## src/rtl/uart_pkg.sv

```systemverilog
// ---------------------------------------------------------------------------
// uart_pkg
//  Definitions shared by the UART transmitter and the future receiver.
//  Contents:
//   TMR_W                 width of the external bit-timer reload value
//   DEFAULT_CLKS_PER_BIT  clocks per serial bit at 50 MHz / 115200 baud
//   uart_state_t          frame state machine encoding
//   tmr_load()            reload value handed to the bit timer for a period
// ---------------------------------------------------------------------------
package uart_pkg;

   localparam int TMR_W                = 13;
   localparam int DEFAULT_CLKS_PER_BIT = 434;

   typedef enum logic [2:0] {
      IDLE   = 3'd0,
      START  = 3'd1,
      DATA   = 3'd2,
      PARITY = 3'd3,
      STOP   = 3'd4
   } uart_state_t;

   // The timer counts its reload value down to zero, so a period of N
   // clocks is programmed as N-1.
   function automatic logic [TMR_W-1:0] tmr_load(input int clks);
      return TMR_W'(clks - 1);
   endfunction

endpackage

```

## src/rtl/uart_tx_if.sv

```systemverilog
// ---------------------------------------------------------------------------
// uart_tx_if
//  Byte handshake between a producer and the UART transmitter.
//  Signals:
//   tx_data   byte to send, sampled only when tx_valid & tx_ready
//   tx_valid  producer has a byte and holds it until accepted
//   tx_ready  transmitter idle and able to accept
//   tx_busy   frame in progress (inverse of tx_ready)
//  Modports:
//   master    producer side
//   slave     transmitter side
// ---------------------------------------------------------------------------
interface uart_tx_if #(
   parameter int DATA_BITS = 8
);

   logic [DATA_BITS-1:0] tx_data;
   logic                 tx_valid;
   logic                 tx_ready;
   logic                 tx_busy;

   modport master (
      output tx_data,
      output tx_valid,
      input  tx_ready,
      input  tx_busy
   );

   modport slave (
      input  tx_data,
      input  tx_valid,
      output tx_ready,
      output tx_busy
   );

endinterface

```

## src/rtl/uart_tx.sv

```systemverilog
// ---------------------------------------------------------------------------
// uart_tx
//  UART transmit serializer. Accepts a byte on the bus handshake and shifts
//  out start bit, data bits (LSB first), optional even parity and stop bits
//  on txd. Bit periods are timed by an external down-counting timer: every
//  bit starts with a one-cycle tmr_set pulse and ends on the next tmr_done.
//
//  Build option: define UART_TX_PARITY_EN to insert an even parity bit after
//  the data bits. Without it there is no parity state, flop or logic and the
//  last data bit is followed directly by the stop bit(s).
//
//  Parameters:
//   CLKS_PER_BIT  clocks per serial bit (3..8192)
//   DATA_BITS     data bits per frame (5..8)
//   STOP_BITS     stop bits per frame (1 or 2)
//  Ports:
//   clk        clock
//   rst        synchronous active-high reset
//   bus        byte handshake (slave side of uart_tx_if)
//   txd        registered serial output, idles high
//   tmr_set    registered one-cycle pulse starting each bit period
//   tmr_value  timer reload, constant CLKS_PER_BIT-1
//   tmr_done   timer expiry pulse, ignored while idle
// ---------------------------------------------------------------------------
module uart_tx
   import uart_pkg::*;
#(
   parameter int CLKS_PER_BIT = DEFAULT_CLKS_PER_BIT,
   parameter int DATA_BITS    = 8,
   parameter int STOP_BITS    = 1
) (
   input  logic             clk,
   input  logic             rst,
   uart_tx_if.slave         bus,
   output logic             txd,
   output logic             tmr_set,
   output logic [TMR_W-1:0] tmr_value,
   input  logic             tmr_done
);

   localparam int CNT_W = $clog2(DATA_BITS);

   localparam logic [CNT_W-1:0] LAST_DATA = CNT_W'(DATA_BITS - 1);
   localparam logic             LAST_STOP = 1'(STOP_BITS - 1);

   uart_state_t          state_reg,    state_next;
   logic [DATA_BITS-1:0] shift_reg,    shift_next;
   logic [CNT_W-1:0]     bit_cnt_reg,  bit_cnt_next;
   logic                 stop_idx_reg, stop_idx_next;
   logic                 txd_reg,      txd_next;
   logic                 tmr_set_reg,  tmr_set_next;
`ifdef UART_TX_PARITY_EN
   logic                 parity_reg,   parity_next;
`endif

   // -----------------------------------------------------------------------
   // State register
   // -----------------------------------------------------------------------
   always_ff @(posedge clk) begin
      if (rst) begin
         state_reg    <= IDLE;
         shift_reg    <= '0;
         bit_cnt_reg  <= '0;
         stop_idx_reg <= 1'b0;
         txd_reg      <= 1'b1;
         tmr_set_reg  <= 1'b0;
`ifdef UART_TX_PARITY_EN
         parity_reg   <= 1'b0;
`endif
      end else begin
         state_reg    <= state_next;
         shift_reg    <= shift_next;
         bit_cnt_reg  <= bit_cnt_next;
         stop_idx_reg <= stop_idx_next;
         txd_reg      <= txd_next;
         tmr_set_reg  <= tmr_set_next;
`ifdef UART_TX_PARITY_EN
         parity_reg   <= parity_next;
`endif
      end
   end

   // -----------------------------------------------------------------------
   // Next-state and output logic. txd and tmr_set are computed one cycle
   // ahead so both leave the block straight from flops; tmr_set is only
   // raised on transitions into a non-idle state, so it can never coincide
   // with tx_ready.
   // -----------------------------------------------------------------------
   always_comb begin
      state_next    = state_reg;
      shift_next    = shift_reg;
      bit_cnt_next  = bit_cnt_reg;
      stop_idx_next = stop_idx_reg;
      txd_next      = txd_reg;
      tmr_set_next  = 1'b0;
`ifdef UART_TX_PARITY_EN
      parity_next   = parity_reg;
`endif

      case (state_reg)
         IDLE: begin
            txd_next = 1'b1;
            if (bus.tx_valid) begin
               shift_next    = bus.tx_data;
               bit_cnt_next  = '0;
               stop_idx_next = 1'b0;
               txd_next      = 1'b0;
               tmr_set_next  = 1'b1;
               state_next    = START;
`ifdef UART_TX_PARITY_EN
               // Even parity is captured with the byte so the data shift
               // register can be consumed freely during the frame.
               parity_next   = ^bus.tx_data;
`endif
            end
         end

         START: begin
            if (tmr_done) begin
               txd_next     = shift_reg[0];
               shift_next   = {1'b0, shift_reg[DATA_BITS-1:1]};
               bit_cnt_next = '0;
               tmr_set_next = 1'b1;
               state_next   = DATA;
            end
         end

         DATA: begin
            if (tmr_done) begin
               tmr_set_next = 1'b1;
               if (bit_cnt_reg == LAST_DATA) begin
`ifdef UART_TX_PARITY_EN
                  txd_next   = parity_reg;
                  state_next = PARITY;
`else
                  txd_next   = 1'b1;
                  state_next = STOP;
`endif
               end else begin
                  txd_next     = shift_reg[0];
                  shift_next   = {1'b0, shift_reg[DATA_BITS-1:1]};
                  bit_cnt_next = bit_cnt_reg + 1'b1;
               end
            end
         end

`ifdef UART_TX_PARITY_EN
         PARITY: begin
            if (tmr_done) begin
               txd_next     = 1'b1;
               tmr_set_next = 1'b1;
               state_next   = STOP;
            end
         end
`endif

         STOP: begin
            txd_next = 1'b1;
            if (tmr_done) begin
               if (stop_idx_reg != LAST_STOP) begin
                  stop_idx_next = stop_idx_reg + 1'b1;
                  tmr_set_next  = 1'b1;
               end else begin
                  // Last stop bit ends without a new timer period; the
                  // line simply stays high in IDLE.
                  state_next = IDLE;
               end
            end
         end

         default: begin
            txd_next   = 1'b1;
            state_next = IDLE;
         end
      endcase
   end

   // -----------------------------------------------------------------------
   // Outputs
   // -----------------------------------------------------------------------
   assign bus.tx_ready = (state_reg == IDLE);
   assign bus.tx_busy  = (state_reg != IDLE);
   assign txd          = txd_reg;
   assign tmr_set      = tmr_set_reg;
   assign tmr_value    = tmr_load(CLKS_PER_BIT);

endmodule

```

## src/flat_wrapper.sv

```systemverilog
// flat-port wrapper written by rule: the top's interface ports become plain ports
module uart_tx_flat import uart_pkg::*;
#(
   parameter int CLKS_PER_BIT = DEFAULT_CLKS_PER_BIT,
   parameter int DATA_BITS    = 8,
   parameter int STOP_BITS    = 1
)
  (clk, rst, txd, tmr_set, tmr_value, tmr_done, bus_tx_data, bus_tx_valid, bus_tx_ready, bus_tx_busy);
  uart_tx_if #(.DATA_BITS(DATA_BITS)) bus_i ();
  input  logic clk;
  input  logic rst;
  output logic txd;
  output logic tmr_set;
  output logic [TMR_W-1:0] tmr_value;
  input  logic tmr_done;
  input wire logic [$bits(bus_i.tx_data)-1:0] bus_tx_data;
  input wire logic [$bits(bus_i.tx_valid)-1:0] bus_tx_valid;
  output wire logic [$bits(bus_i.tx_ready)-1:0] bus_tx_ready;
  output wire logic [$bits(bus_i.tx_busy)-1:0] bus_tx_busy;
  assign bus_i.tx_data = bus_tx_data;
  assign bus_i.tx_valid = bus_tx_valid;
  assign bus_tx_ready = bus_i.tx_ready;
  assign bus_tx_busy = bus_i.tx_busy;
  uart_tx #(.CLKS_PER_BIT(CLKS_PER_BIT), .DATA_BITS(DATA_BITS), .STOP_BITS(STOP_BITS)) u_core (.clk(clk), .rst(rst), .bus(bus_i), .txd(txd), .tmr_set(tmr_set), .tmr_value(tmr_value), .tmr_done(tmr_done));
endmodule
```

## config.mk

```make
export PLATFORM = sky130hd
export DESIGN_NAME = uart_tx_flat
export DESIGN_NICKNAME = d
export VERILOG_FILES = /design/src/rtl/uart_pkg.sv /design/src/rtl/uart_tx_if.sv /design/src/rtl/uart_tx.sv /design/src/flat_wrapper.sv
export SDC_FILE = /design/constraint.sdc
export NUM_CORES = 1
export LEC_CHECK = 0
export BUFFER_PORTS_ARGS = -buffer_cell sky130_fd_sc_hd__buf_4
export CORE_MARGIN = 8
export CORE_UTILIZATION = 52
export DETAILED_ROUTE_END_ITERATION = 6
export PLACE_DENSITY = 0.83
export SETUP_SLACK_MARGIN = 0.3
export SLEW_MARGIN = 25
export SYNTH_ARGS = -nofsm -noshare
export SYNTH_HDL_FRONTEND = slang
export SYNTH_SLANG_ARGS = --single-unit
```

## constraint.sdc

```tcl
create_clock -name clk -period 4.8 [get_ports clk]
set_clock_uncertainty 0.05 [all_clocks]
set_input_delay 0.48 -clock clk [delete_from_list [all_inputs] [get_ports clk]]
set_output_delay 0.48 -clock clk [all_outputs]
set_load 0.01 [all_outputs]
```

==> flow_summary.json <==
{
  "synth_edf_count": 0,
  "regArea_um2": 320,
  "rsz0062_at_grt": "false",
  "layout.nets": 123,
  "hold_viol": 0,
  "dr.pass1.iters": 5,
  "p_int_mw": 0.221,
  "crit_arrival_ns": 2.10,
  "multiInputGateArea_um2": 454,
  "worst_pin_slew_ns": 0.537,
  "power_density_mw_per_mm2": 323,
  "cts_buffers": 3,
  "core_area_mm2": 0.00165,
  "synth_area_leader_cell": "dfxtp_1",
  "top_layer": "met4",
  "largest_reg_flops": 8,
  "fin_crit_sh_pct": 41.0,
  "p_leak_nw": 0.400,
  "p_clk_share_pct": 29.1,
  "die_height_um": 57.2,
  "syn2layout_area_growth_pct": 7.79,
  "wl_met2_um": 757,
  "async_reset_ff_share_pct": 0,
  "grt_max_degree": 23,
  "clock_latency_ns": 0.28,
  "pin_count": 29,
  "fin_cells": 125,
  "wl_met1_um": 763,
  "drt_iter0_drc": 15,
  "gp_congestion": 0.850,
  "yosys_register_bits": 16,
  "pwr-share-seq_pct": 49.3,
  "slew-limit-headroom_pct": 64.2,
  "clock_path_buffers": 2,
  "cts_setup_buffers": 0,
  "sw_frac_of_total_pct": 28.0,
  "path_delay_family": "compound AO/OA/AOI/OAI gates",
  "ys_seq_area_share_pct": 36.3,
  "cts_hold_buf": 0,
  "dr_wl_met3_um": 89,
  "crit_path_end_kind": "register",
  "irDropWorstVdd_uv": 157,
  "setup_viol": 0,
  "placed_area_um2": 916,
  "p_total_mw": 0.307,
  "fmax_mhz": 508,
  "final_layout_size_suffix_gt1_share_pct": 20.4,
  "switching_power_mw": 0.0861,
  "avgViaCountPerCell": 5.26,
  "first_global_vias": 686,
  "die_area_mm2": 0.00327,
  "cts-resized-gates": 0,
  "combPwrFrac_pct": 21.6,
  "rows": 15,
  "synth_top_area_share_pct": 36.3,
  "wirelength_mm": 1.64,
  "io_buffers": 15,
  "start_util_pct": 53.5,
  "die_w_um": 57.2,
  "hpwl_mm": 1.23,
  "post_drt_wl_per_cell_um": 13.1,
  "vias": 657,
  "synth_cells": 97,
  "post-route-util_pct": 57.7,
  "netlist_area_um2": 883,
  "final_common_cell": "dfxtp_1",
  "ant_nets": 0,
  "cp_num_buf_inv": 0,
  "grt_util_all_layers_pct": 10.3,
  "antennaDiodeCount": 0,
  "synth_flop_cell": "dfxtp_1",
  "hp-class": "input port to register",
  "cp_common_cell": "ha_1",
  "root_buffer": "clkbuf_4",
  "required_ns": 4.93,
  "period_needed_ns": 1.97,
  "num-fill-cells": 160,
  "drc": 0,
  "place_inst": 121,
  "finalSetupTns_ns": 0,
  "drv_slew": 0,
  "cts_tree": "built",
  "critPathMaxStageDelay_ns": 0.51,
  "grt_antenna_before_repair": 0,
  "htree_levels": 1,
  "crit_type": "register to register",
  "layout_common_cells": "dfxtp_1, buf_4, conb_1, nor2_1, a211oi_1",
  "fin_area_um2": 952,
  "crit_path_max_fanout": 22,
  "maxCapViolCount": 0,
  "yosys_warnings": 0,
  "clk_pin_slew_worst_paths_ns": 0.10,
  "cts.sinks": 16,
  "outcome": "finished, final reports clean",
  "yosys.cell_types.count": 26,
  "gr-total-overflow": 0,
  "cp-start-kind": "register",
  "crit_path_cell_trace": "ha_1 > ha_1 > nand4bb_1 > a31oi_4 > a21boi_0 > o21bai_1",
  "cp_slowest_cell": "a31oi_4",
  "grt_pass1_wl_mm": 2.83,
  "syn_avg_cell_area_um2": 9.11,
  "netlist_top_cells_area": "dfxtp_1, buf_4, mux2i_1"
}
## cell usage after synthesis, drive strengths merged, types with 2 or more instances
cell type  instances
nor4               2
ha                 2
nand2b             4
a211oi             8
dfxtp             16
buf               17
nand3b             2
a21oi              6
nor2              11
inv                2
nand3              4
clkbuf             2
nor3b              2
nor3               2
mux2i              7
conb               2
## logic make-up after synthesis
family                     Yosys count  synth area share [%]
xor gates and xnor gates             1                 0.992
adders and majority gates            2                  2.83
AOI/OAI and AO/OA                   18                  15.2
muxes                                7                  7.93
and+or+nand+nor                     30                  19.0
other                                2                 0.850
DFF                                 16                  36.3
buffers and inverters               21                  17.0
## worst reg2reg max path, cell delays in order, from the launching register on
cell,delay [ns]
dfxtp_1,0.34
ha_1,0.20
ha_1,0.20
nand4bb_1,0.25
a31oi_4,0.51
a21boi_0,0.24
o21bai_1,0.07
## path summary, 6_finish.rpt
kind / depth (start not counted) / to / slack [ns] / startpoint
worst max register to register: 6 / u_core.txd / 2.83 / u_core.bit_cnt_reg[0]
worst min-delay path: 3 / u_core.tmr_set / 0.42 / bus_tx_valid
worst max-delay path: 6 / u_core.txd / 2.83 / u_core.bit_cnt_reg[0]
worst min register to register: 2 / u_core.bit_cnt_reg[2] / 0.43 / u_core.bit_cnt_reg[2]
## stage by stage
| step | setup WS [ns] | hold slack, ns |
|---|---|---|
| after floorplan | 3.14 | 0.395 |
| after global placement | 2.89 | 0.411 |
| after detailed placement | 2.84 | 0.420 |
| after CTS | 2.83 | 0.410 |
| after global routing | 2.65 | 0.412 |
| final | 2.83 | 0.415 |
## final cells by class
cell class | instances | area share, %
multi-input combinational | 71 | 47.7
sequential | 16 | 33.6
timing repair buffer | 15 | 11.8
clock buffer | 4 | 3.81
tap | 17 | 2.23
inverter | 2 | 0.788
## power by group through the flow
stage | Clock, mW | Combinational (mW) | Sequential (mW)
detailed placement | 0 | 0.0662 | 0.155
finish | 0.0894 | 0.0663 | 0.152
global route | 0.0985 | 0.0744 | 0.153
CTS | 0.0911 | 0.0665 | 0.152
global placement | 0 | 0.0641 | 0.154
floorplan | 0 | 0.0609 | 0.152
## metal layers
| metal | GRT usage, % | vias to the layer above |
|---|---|---|
| met5 | 0 | - |
| met1 | 11.1 | 295 |
| met4 | 5.70 | 0 |
| met3 | 3.10 | 5 |
| met2 | 17.5 | 21 |
| li1 | - | 336 |
Note: power is estimated with default switching activity, not from simulation.
